### src/rtl/pipe_latch_skid_pkg.sv
// Shared types and defaults for the inter-stage pipeline latch.
// The state encoding is {skid_valid, main_valid}, so the state never drifts from the valid bits.
package pipe_latch_skid_pkg;

  localparam int DATA_W_DEF = 32;
  localparam int PC_W_DEF   = 32;
  localparam int CNT_W_DEF  = 16;

  typedef logic [DATA_W_DEF-1:0] word_t;
  typedef logic [PC_W_DEF-1:0]   pc_t;

  localparam word_t LATCH_NOP_WORD = 32'h0000_0000;

  typedef struct packed {
    logic  valid;
    word_t data;
    pc_t   pc;
  } latch_entry_t;

  localparam logic [1:0] ST_EMPTY = 2'b00;
  localparam logic [1:0] ST_ONE   = 2'b01;
  localparam logic [1:0] ST_FULL  = 2'b11;

endpackage

### src/rtl/pipe_latch_skid_entry.sv
// One valid+payload slot; clear wins over load and parks the payload at NOP / PC 0.
module pl_entry_reg #(
  parameter int                DATA_W   = 32,
  parameter int                PC_W     = 32,
  parameter logic [DATA_W-1:0] NOP_WORD = '0
) (
  input  logic              CLK,
  input  logic              nRST,
  input  logic              clr_i,
  input  logic              ld_i,
  input  logic [DATA_W-1:0] data_i,
  input  logic [PC_W-1:0]   pc_i,
  output logic              vld_o,
  output logic [DATA_W-1:0] data_o,
  output logic [PC_W-1:0]   pc_o
);

  logic              vld_q;
  logic [DATA_W-1:0] data_q;
  logic [PC_W-1:0]   pc_q;

  always_ff @(posedge CLK or negedge nRST) begin
    if (!nRST) begin
      vld_q  <= 1'b0;
      data_q <= NOP_WORD;
      pc_q   <= '0;
    end else if (clr_i) begin
      vld_q  <= 1'b0;
      data_q <= NOP_WORD;
      pc_q   <= '0;
    end else if (ld_i) begin
      vld_q  <= 1'b1;
      data_q <= data_i;
      pc_q   <= pc_i;
    end
  end

  assign vld_o  = vld_q;
  assign data_o = data_q;
  assign pc_o   = pc_q;

endmodule

### src/rtl/pipe_latch_skid.sv
// Valid/ready pipeline latch with a 2-entry skid buffer, flush-to-NOP and a saturating stall counter.
// in_ready comes straight from the skid valid flop, so no combinational path from out_ready.
module pipe_latch_skid
  import pipe_latch_skid_pkg::*;
#(
  parameter int                DATA_W   = DATA_W_DEF,
  parameter int                PC_W     = PC_W_DEF,
  parameter logic [DATA_W-1:0] NOP_WORD = DATA_W'(LATCH_NOP_WORD),
  parameter int                CNT_W    = CNT_W_DEF
) (
  input  logic              CLK,
  input  logic              nRST,
  input  logic              flush,
  input  logic              in_valid,
  output logic              in_ready,
  input  logic [DATA_W-1:0] in_data,
  input  logic [PC_W-1:0]   in_pc,
  output logic              out_valid,
  input  logic              out_ready,
  output logic [DATA_W-1:0] out_data,
  output logic [PC_W-1:0]   out_pc,
  output logic [1:0]        occupancy,
  output logic [CNT_W-1:0]  stall_cnt
);

  logic              main_v, skid_v;
  logic [DATA_W-1:0] main_data, skid_data, main_din;
  logic [PC_W-1:0]   main_pc, skid_pc, main_pin;
  logic              main_ld, main_clr, main_sel_skid;
  logic              skid_ld, skid_clr;
  logic              in_fire, out_fire;
  logic [1:0]        state;
  logic [CNT_W-1:0]  cnt_q, cnt_d;

  assign state    = {skid_v, main_v};
  assign in_ready = ~skid_v;
  assign in_fire  = in_valid & in_ready;
  assign out_fire = main_v & out_ready;

  always_comb begin
    main_ld       = 1'b0;
    main_clr      = 1'b0;
    main_sel_skid = 1'b0;
    skid_ld       = 1'b0;
    skid_clr      = 1'b0;
    if (flush) begin
      // Squash wins: a same-cycle in_fire is dropped, a same-cycle out_fire still counts downstream.
      main_clr = 1'b1;
      skid_clr = 1'b1;
    end else begin
      case (state)
        ST_EMPTY: main_ld = in_fire;
        ST_ONE: begin
          if (in_fire && out_fire)       main_ld  = 1'b1;
          else if (in_fire)              skid_ld  = 1'b1;
          else if (out_fire)             main_clr = 1'b1;
        end
        ST_FULL: begin
          if (out_fire) begin
            main_ld       = 1'b1;
            main_sel_skid = 1'b1;
            skid_clr      = 1'b1;
          end
        end
        default: ;
      endcase
    end
  end

  assign main_din = main_sel_skid ? skid_data : in_data;
  assign main_pin = main_sel_skid ? skid_pc   : in_pc;

  pl_entry_reg #(.DATA_W(DATA_W), .PC_W(PC_W), .NOP_WORD(NOP_WORD)) u_main (
    .CLK    (CLK),
    .nRST   (nRST),
    .clr_i  (main_clr),
    .ld_i   (main_ld),
    .data_i (main_din),
    .pc_i   (main_pin),
    .vld_o  (main_v),
    .data_o (main_data),
    .pc_o   (main_pc)
  );

  pl_entry_reg #(.DATA_W(DATA_W), .PC_W(PC_W), .NOP_WORD(NOP_WORD)) u_skid (
    .CLK    (CLK),
    .nRST   (nRST),
    .clr_i  (skid_clr),
    .ld_i   (skid_ld),
    .data_i (in_data),
    .pc_i   (in_pc),
    .vld_o  (skid_v),
    .data_o (skid_data),
    .pc_o   (skid_pc)
  );

  always_comb begin
    cnt_d = cnt_q;
    if (main_v && !out_ready && !flush && (cnt_q != {CNT_W{1'b1}}))
      cnt_d = cnt_q + 1'b1;
  end

  always_ff @(posedge CLK or negedge nRST) begin
    if (!nRST) cnt_q <= '0;
    else       cnt_q <= cnt_d;
  end

  assign out_valid = main_v;
  assign out_data  = main_v ? main_data : NOP_WORD;
  assign out_pc    = main_v ? main_pc   : '0;
  assign occupancy = {1'b0, main_v} + {1'b0, skid_v};
  assign stall_cnt = cnt_q;

endmodule

### config.mk
export PLATFORM = sky130hd
export DESIGN_NAME = pipe_latch_skid
export DESIGN_NICKNAME = d
export VERILOG_FILES = /design/src/rtl/pipe_latch_skid_pkg.sv /design/src/rtl/pipe_latch_skid_entry.sv /design/src/rtl/pipe_latch_skid.sv
export SDC_FILE = /design/constraint.sdc
export NUM_CORES = 1
export LEC_CHECK = 0
export CAP_MARGIN = 20
export CORE_ASPECT_RATIO = 1.1
export CORE_MARGIN = 5
export CORE_UTILIZATION = 52
export CTS_CLUSTER_DIAMETER = 30
export CTS_CLUSTER_SIZE = 24
export DETAILED_ROUTE_END_ITERATION = 8
export MAX_ROUTING_LAYER = met4
export PLACE_DENSITY = 0.93
export SYNTH_ARGS = -nofsm -noshare
export SYNTH_HDL_FRONTEND = slang
export SYNTH_HIERARCHICAL = 1
export SYNTH_SLANG_ARGS = --single-unit
### constraint.sdc
create_clock -name CLK -period 2.7 [get_ports CLK]
set_clock_uncertainty 0.05 [all_clocks]
set_input_delay 0.54 -clock CLK [delete_from_list [all_inputs] [get_ports CLK]]
set_output_delay 0.54 -clock CLK [all_outputs]
set_load 0.05 [all_outputs]
==> run summary <==
Slew @ Worst Pin: 570 ps
Hold WS: 458 ps
Post-route DRC: 0
Clock sink count: 146
Flops & latches, synth: 146
TritonCTS Buffers: 17
Setup violators final: 0
DR vias/cell: 5.37
Clk_lat worst skew: 420 ps
Via count: 5352
Post-Synth XOR/XNOR Area: 1.06%
Die Ht: 135 um
Compound-cell area share of the yosys netlist: 0.842%
Dpl hpwl: 12.0 mm
Combinational family with the most area after synthesis: multiplexers
Gpl congestion: 0.804
Chip width: 124 um
CTS H-Tree Depth: 4
Average wire per standard cell: 18.3 um
Clock root cell: clkbuf_16
Synth Warn #: 6
Net count, final: 871
Hold Path Class: reg -> reg
Ant diodes: 0
Clock tree buffer depth: 2
Filler cells: 894
Reg2reg setup slack: 370 ps
Setup_tns: 0 ps
Synth Area in Adders: 0.842%
TritonRoute pass-1 iters: 4
Leak pwr: 4.49 nW
Status: completed
First-pass GRT wire length: 29.9 mm
Worst rel slew slack: 61.9%
Netlist Area Pre-Place: 7430 um^2
Layout area overhead: 39.3%
CTS tree: built
Arrival @ worst endpoint: 1860 ps
Synth unique cells: 36
Required @ worst endpoint: 2110 ps
Io pins: 153
Place WS: 108 ps
Final Hold Vio Count: 0
IO buf count: 152
Synth Instances: 654
Power Dens Cells: 522 nW/um^2
Setup ws final: 252 ps
GRT Residual Overflow: 0
Starting Density: 53.5%
Setup crit start kind: register
CP Capture Type: output pin
Fmax: 0.408 GHz
Syn avg cell area: 11.4 um^2
Number of cell rows: 45
Ratio of cells with drive above 1 in the final layout: 23.5%
Routed WL: 18.2 mm
Final Cycle Share: 90.7%
Clock-pin slew on the worst setup and hold paths: 60 ps
Worst setup path category: reg -> out
Register area share after synthesis: 49.1%
Power, Total: 5.40 mW
Largest net degree at the start of global routing: 65
Die area: 16800 um^2
Post-Synth Simple-Gate Area: 16.1%
Number of max-cap violations: 0
Worst vdd ir: 0.365 mV
CP max FO: 53
DR iter-0 viols: 328
Initial antenna violation count: 0
Setup bufs post-CTS: 0
Fin crit period: 2450 ps
Final core utilization: 74.4%
RSZ-0062 raised after global routing: no
Vias in the first global route: 5925
Core area: 13900 um^2
Remaining antenna violation count after routing: 0
Mapped Nets: 728
GRT Util Overall: 23.4%
Slew Limit Fails: 0
Mux contribution to synthesized area: 27.6%
## synth_stat cells
cell type	number	area share, %
nand3_1	6	0.40
a21oi_1	6	0.40
mux2_2	66	10
and3_1	5	0.42
xnor2_1	1	0.12
and4bb_2	1	0.17
nor3_4	1	0.22
and4_1	1	0.12
nor4_4	1	0.29
nand2b_1	2	0.17
nor4_1	2	0.17
nor4_2	3	0.51
buf_4	2	0.20
and2_1	64	5.4
o21a_1	1	0.10
ha_1	5	0.84
a211oi_2	1	0.17
nor3_1	3	0.20
buf_6	3	0.45
xor2_1	8	0.94
nor2_1	136	6.9
dfrtp_1	146	49
or2_1	1	0.084
inv_1	3	0.15
or3b_1	1	0.12
nand2_1	8	0.40
nand3_2	1	0.13
a21o_1	1	0.10
buf_8	10	2.0
buf_2	9	0.61
o21ai_0	1	0.067
clkbuf_1	19	0.96
or2_2	1	0.084
or3_1	1	0.084
nand4_1	3	0.25
mux2i_1	131	18
## registers in the layout (all words and copies together) (netlist names)
signal / count
u_main/vld_o: 1
u_skid/data_o: 32
u_skid/vld_o: 1
u_main/data_o: 32
u_skid/pc_o: 32
stall_cnt: 16
u_main/pc_o: 32
## through the flow
| stage | std cells | area (um^2) |
|---|---|---|
| 4_1_cts | 997 | 10300 |
| 5_1_grt | 997 | 10400 |
| 3_5_place_dp | 965 | 9790 |
| 2_1_floorplan | 654 | 7450 |
| 3_3_place_gp | 965 | 9790 |
| 6_report | 997 | 10400 |
## placed cells by master, fill, tap and decap left out, types with 5 or more instances in the layout
master,n
mux2i_1,131
clkinv_2,5
xor2_1,8
nand2_1,8
clkdlybuf4s50_1,84
and2_1,64
mux2_2,66
nor2_1,136
clkbuf_16,17
buf_4,5
buf_12,75
nand3_1,6
dfrtp_1,145
a21oi_1,5
## worst max-delay path, stage by stage (launching register included)
cell	delay [ps]
dfrtp_2	630
buf_6	370
and2_1	270
buf_12	160
## layer usage
metal | up-vias | global-route usage [%] | share of wire, %
met4 | 0 | 8.28 | 1.8
met1 | 2683 | 28.6 | 42
met2 | 134 | 37.7 | 50
li1 | 2507 | - | -
met3 | 28 | 6.10 | 5.4
met5 | - | - | 0
## report_power, final
group          switching [mW]  internal (mW)
logic                   0.456          0.383
registers              0.0796           2.28
clock network           0.850           1.35
total                    1.39           4.02
## cell families (layout without fill, tap and decap cells)
logic type,after synthesis,after routing
simple gates,241,241
xor+xnor,9,9
fa+ha+maj,5,5
flops,146,146
mux,197,197
compound gates,10,10
buf+inv,46,201
## area by class of cell
| class | instances | area [um^2] | area share [%] |
|---|---|---|---|
| multi-input combinational | 462 | 3490 | 33.7 |
| inverter | 3 | 11.3 | 0.109 |
| timing repair buffer | 167 | 2410 | 23.3 |
| clock buffer | 25 | 495 | 4.79 |
| clock inverter | 6 | 55.1 | 0.532 |
| tap | 188 | 235 | 2.27 |
| sequential | 146 | 3650 | 35.3 |
## final timing paths
kind | startpoint | end | cells after the start
worst min register to register | stall_cnt[11]$_DFFE_PN0P_ | stall_cnt[11]$_DFFE_PN0P_ | 1
max in group asynchronous | nRST | u_main/pc_o[12]$_DFFE_PN0P_ | 3
worst max-delay path | u_main/vld_o$_DFFE_PN0P_ | out_pc[31] | 3
worst min-delay path | stall_cnt[11]$_DFFE_PN0P_ | stall_cnt[11]$_DFFE_PN0P_ | 1
worst max register to register | u_main/vld_o$_DFFE_PN0P_ | u_main/pc_o[2]$_DFFE_PN0P_ | 7
min in group asynchronous | nRST | u_main/data_o[10]$_DFFE_PN0P_ | 2
## what timing repair did
action / 4_1_cts / 5_1_grt
resized for setup: 0 / 1
endpoints found under the setup margin: 0 / 20
hold buffers: 1 / 0
hold endpoints to repair: 21 / 0
Power figures use the tool's default switching activity.
==> variant 1, RTL diff (same settings) <==
Set the package constant `DATA_W_DEF` to 28 (it was 32).
--- a/src/rtl/pipe_latch_skid_pkg.sv
+++ b/src/rtl/pipe_latch_skid_pkg.sv
@@ -4,3 +4,3 @@
 
-  localparam int DATA_W_DEF = 32;
+  localparam int DATA_W_DEF = 28;
   localparam int PC_W_DEF   = 32;
Ports: changed (resized in_data and out_data); port bits go from 153 to 145. The function was not compared with the original's and may differ.
==> variant 1 against the original RTL <==
Hold slack worse by 0.41 ns. Register-to-register slack got worse by 0.06 ns. Cell area is 12% lower. Final cell count is 7.1% lower. Sequential cell count decreased by 8. Worst setup slack lost 0.020 ns. Area after synthesis is 5.5% lower. Die area is 5.1% lower. Wire length is 11% lower. Total power is 2.4% lower.
==> variant 1: results (changes against the original RTL) <==
Adder and majority cell fraction of the synthesized area: 0.00891 (+0.000493). Total vias in the final route: 5032 (-6.0%). The register bit total from synthesis was 138 (-5.5%); the post-synthesis average cell area was 11.3 um^2 (-0.36%).

The worst setup slack before clock tree synthesis was 0.0253 ns (-0.0827 ns); the port buffer count was 144 (-5.3%). The commonest cells after synthesis are sky130_fd_sc_hd__dfrtp_1, sky130_fd_sc_hd__nor2_1, sky130_fd_sc_hd__mux2i_1. The total wire length was 16200 um (-11%); the switching share of power was 0.254 (-0.00197). Average via count per standard cell: 5.43 (+1.2%).

The tools report the worst slack on hold paths as 0.0474 ns (-0.411 ns). The maximum number of pins on one net before global-route repair is 64 (-1.5%), and the xor/xnor share of the synthesized area is 0.0162 (+0.00561). The run gives 0.376 mV (+3.0%) as the maximum vdd ir drop. The share of cells above drive strength 1 was 0.234 (-0.000871); the multi-input combinational gate total was 435 (-5.8%). The run gives 35 (-2.8%) as the distinct cell type count of the synthesized netlist.

Fraction of the mapped netlist area in compound gates: 0.00677 (-0.00164). The share of the clock period used by the worst path after layout is 0.914 (+0.00753), and the wire length of the first global-routing pass is 27400 um (-8.5%). For the number of global-route vias before repair, the log shows 5517 (-6.9%). Number of clock buffers in the layout: 24 (-4.0%).

Share of synthesized area occupied by flip-flops and latches: 0.492 (about the same). The HPWL after detailed placement is 11000 um (-8.2%), and the mux share of post-synthesis cell area is 0.270 (-0.00589). The portion of total power attributed to the clock network is 0.434 (+0.026), and the fill cell instance count of the final layout is 958 (+7.2%). The combined global-route utilization of all metal layers is 0.220 (-0.0144), and the number of instances in the placed design is 895 (-7.3%).

The worst hold path belongs to the class in2async. The number of non-clock buffers is 157 (-6.0%). The critical-path maximum fanout was 24 (-55%). Detailed router's first-iteration violation count: 393 (+20%). The run finished with clean final reports. Sequential portion of the cell area: 0.381 (+0.0277). The areal power density over the cells works out to 581 nW/um^2 (+11%).

The tools report the area used by multi-input combinational logic as 3250 um^2 (-6.8%). The last weighted congestion value of the routability-driven placer came out at 0.882 (+9.7%). The end of the worst register-to-register path is u_main/data_o[10]$_DFFE_PN0P_.
-- variant 1: cell types whose count changed after synthesis, moves of 3 or more --
cell,delta
sky130_fd_sc_hd__xor2_1,+3
sky130_fd_sc_hd__and3_1,-4
sky130_fd_sc_hd__buf_2,-6
sky130_fd_sc_hd__nor2_1,-6
sky130_fd_sc_hd__mux2i_1,-11
sky130_fd_sc_hd__mux2_2,-4
sky130_fd_sc_hd__dfrtp_1,-8
sky130_fd_sc_hd__a21oi_1,-4
sky130_fd_sc_hd__and2_1,-3
sky130_fd_sc_hd__clkbuf_1,+4
-- variant 1: power by group through the flow --
stage | logic [mW] | registers, mW | clock network, mW
after floorplan | 0.379 | 2.33 | 0
after global placement | 0.729 | 2.27 | 0
after detailed placement | 0.754 | 2.27 | 0
after CTS | 0.756 | 2.24 | 2.33
after global routing | 0.806 | 2.25 | 2.42
final | 0.748 | 2.24 | 2.29
-- variant 1: worst max-delay path by stage --
stage                                         from                            end  slack [ns]
final                     u_main/vld_o$_DFFE_PN0P_                   occupancy[0]        0.23
after global routing      u_main/vld_o$_DFFE_PN0P_                   occupancy[0]        0.07
after CTS                 u_main/vld_o$_DFFE_PN0P_                   occupancy[0]        0.18
after detailed placement                 out_ready  u_main/data_o[22]$_DFFE_PN0P_        0.03
after global placement                   out_ready   u_main/data_o[4]$_DFFE_PN0P_        0.11
after floorplan           u_main/vld_o$_DFFE_PN0P_   u_main/data_o[0]$_DFFE_PN0P_        0.05
-- variant 1: layer usage --
layer  part of all wire  routed length, um  GRT usage  vias to the layer above
met4              0.014                223     0.0705                        0
met3              0.061                986     0.0562                       20
li1                   -                  -          -                     2345
met1               0.42               6880      0.272                     2525
met5                  0                  0          -                        -
met2               0.50               8140      0.355                      142
==> variant 2, RTL diff (same flow settings) <==
Made on the original files. Register the output `stall_cnt` once more, with the module's reset; this adds one clock of latency there. The other outputs are not delayed to match.
--- a/src/rtl/pipe_latch_skid.sv
+++ b/src/rtl/pipe_latch_skid.sv
@@ -111,3 +111,9 @@
   assign occupancy = {1'b0, main_v} + {1'b0, skid_v};
-  assign stall_cnt = cnt_q;
+  always_ff @(posedge CLK or negedge nRST) begin
+    if (!nRST) begin
+      stall_cnt <= '0;
+    end else begin
+      stall_cnt <= cnt_q;
+    end
+  end
 
Check against the original RTL: not equivalent (a bounded check fails within 4 cycles, from zero or initial values and one cycle with nRST low).
==> variant 2 against the original RTL <==
Worst setup slack worse by 0.0098 ns. Area after synthesis rose by 4.7%. Critical path depth shrank 1. Sequential power increased by 11%. Total power increased by 9.0%. Wire length is 4.0% higher. Cell area is 4.6% higher. Sequential share of layout area is 2.1 points higher. Sequential cell count rose by 16. Critical path type unchanged. Largest cell class unchanged.
==> variant 2: results (changes against the original RTL) <==
The post-synthesis average cell area is 11.7 um^2 (+3.2%). The slack of the worst reg-to-reg path is 0.39 ns (+0.02 ns). The tools report the met3 demand-to-capacity share in global routing as 0.0509 (-0.0101). The combined global-route utilization of all metal layers is 0.230 (-0.00390).

The detailed router's first-iteration violation count came out at 453 (+38%). Ranked by instance count, the synthesized netlist is headed by sky130_fd_sc_hd__dfrtp_1, sky130_fd_sc_hd__nor2_1, sky130_fd_sc_hd__mux2i_1. The tools report the routed length on met3 as 926 um (-5.6%).

Cell family contributing the most delay on the critical path: buffers and inverters. The maximum number of pins on one net before global-route repair was 66 (+1.5%); the routed length on met1 was 7900 um (+2.5%). The maximum vdd ir drop was 0.372 mV (+2.1%). The met2 layer usage reported by global route came out at 0.373 (-0.00371).

The run finished with clean final reports. Peak per-stage delay on the critical path: 0.83 ns (+0.20 ns). Number of instances in the placed design: 989 (+2.5%).

The share of the clock period used by the worst path after layout is 0.910 (+0.00362), and the leakage power is 4.73 nW (+5.4%). Yosys attributes the largest share of cell area to sky130_fd_sc_hd__dfrtp_1, sky130_fd_sc_hd__mux2i_1, sky130_fd_sc_hd__mux2_2. Area after detailed placement: 10200 um^2 (+4.5%). The logs give 9660 um (+5.2%) for the wire length on met2 and 737 (+1.2%) for the net count of the mapped netlist. The tools report the number of global-route vias before repair as 6115 (+3.2%).

The end of the worst register-to-register path was u_main/pc_o[22]$_DFFE_PN0P_. The final cell count without fillers was 1021 (+2.4%). Following the worst setup path forward leads to its endpoint at in_ready. For the worst setup slack before clock tree synthesis, the log shows 0.106 ns (-0.00227 ns). The fill cell instance count of the final layout is 938 (+4.9%), and the last weighted congestion value of the routability-driven placer is 0.786 (-2.2%). The average via count per standard cell works out to 5.43 (+1.2%).
-- variant 2: report_power, final --
| part | total, mW | internal (mW) | switching (mW) | leakage (nW) |
|---|---|---|---|---|
| logic | 0.835 | 0.386 | 0.449 | 2.22 |
| registers | 2.63 | 2.54 | 0.0889 | 2.22 |
| clock network | 2.43 | 1.43 | 1.00 | 0.291 |
-- variant 2: cell type report --
cell class                 instances  area, um^2  share of cell area
clock buffer                      19         453              0.0418
inverter                           4        15.0             0.00139
timing repair buffer             172        2470               0.228
sequential                       162        4060               0.374
clock inverter                    13         150              0.0139
multi-input combinational        455        3440               0.318
tap                              196         245              0.0226
-- variant 2: cells by family (layout without fill, tap and decap cells) --
logic type,count (synthesis),count (layout),synth area share
and+or+nand+nor,235,235,0.149
muxes,194,194,0.260
DFF,162,162,0.521
buffers and inverters,46,208,0.0407
xor gates and xnor gates,11,11,0.0124
AOI/OAI and AO/OA,10,10,0.00852
adders and majority gates,5,5,0.00804
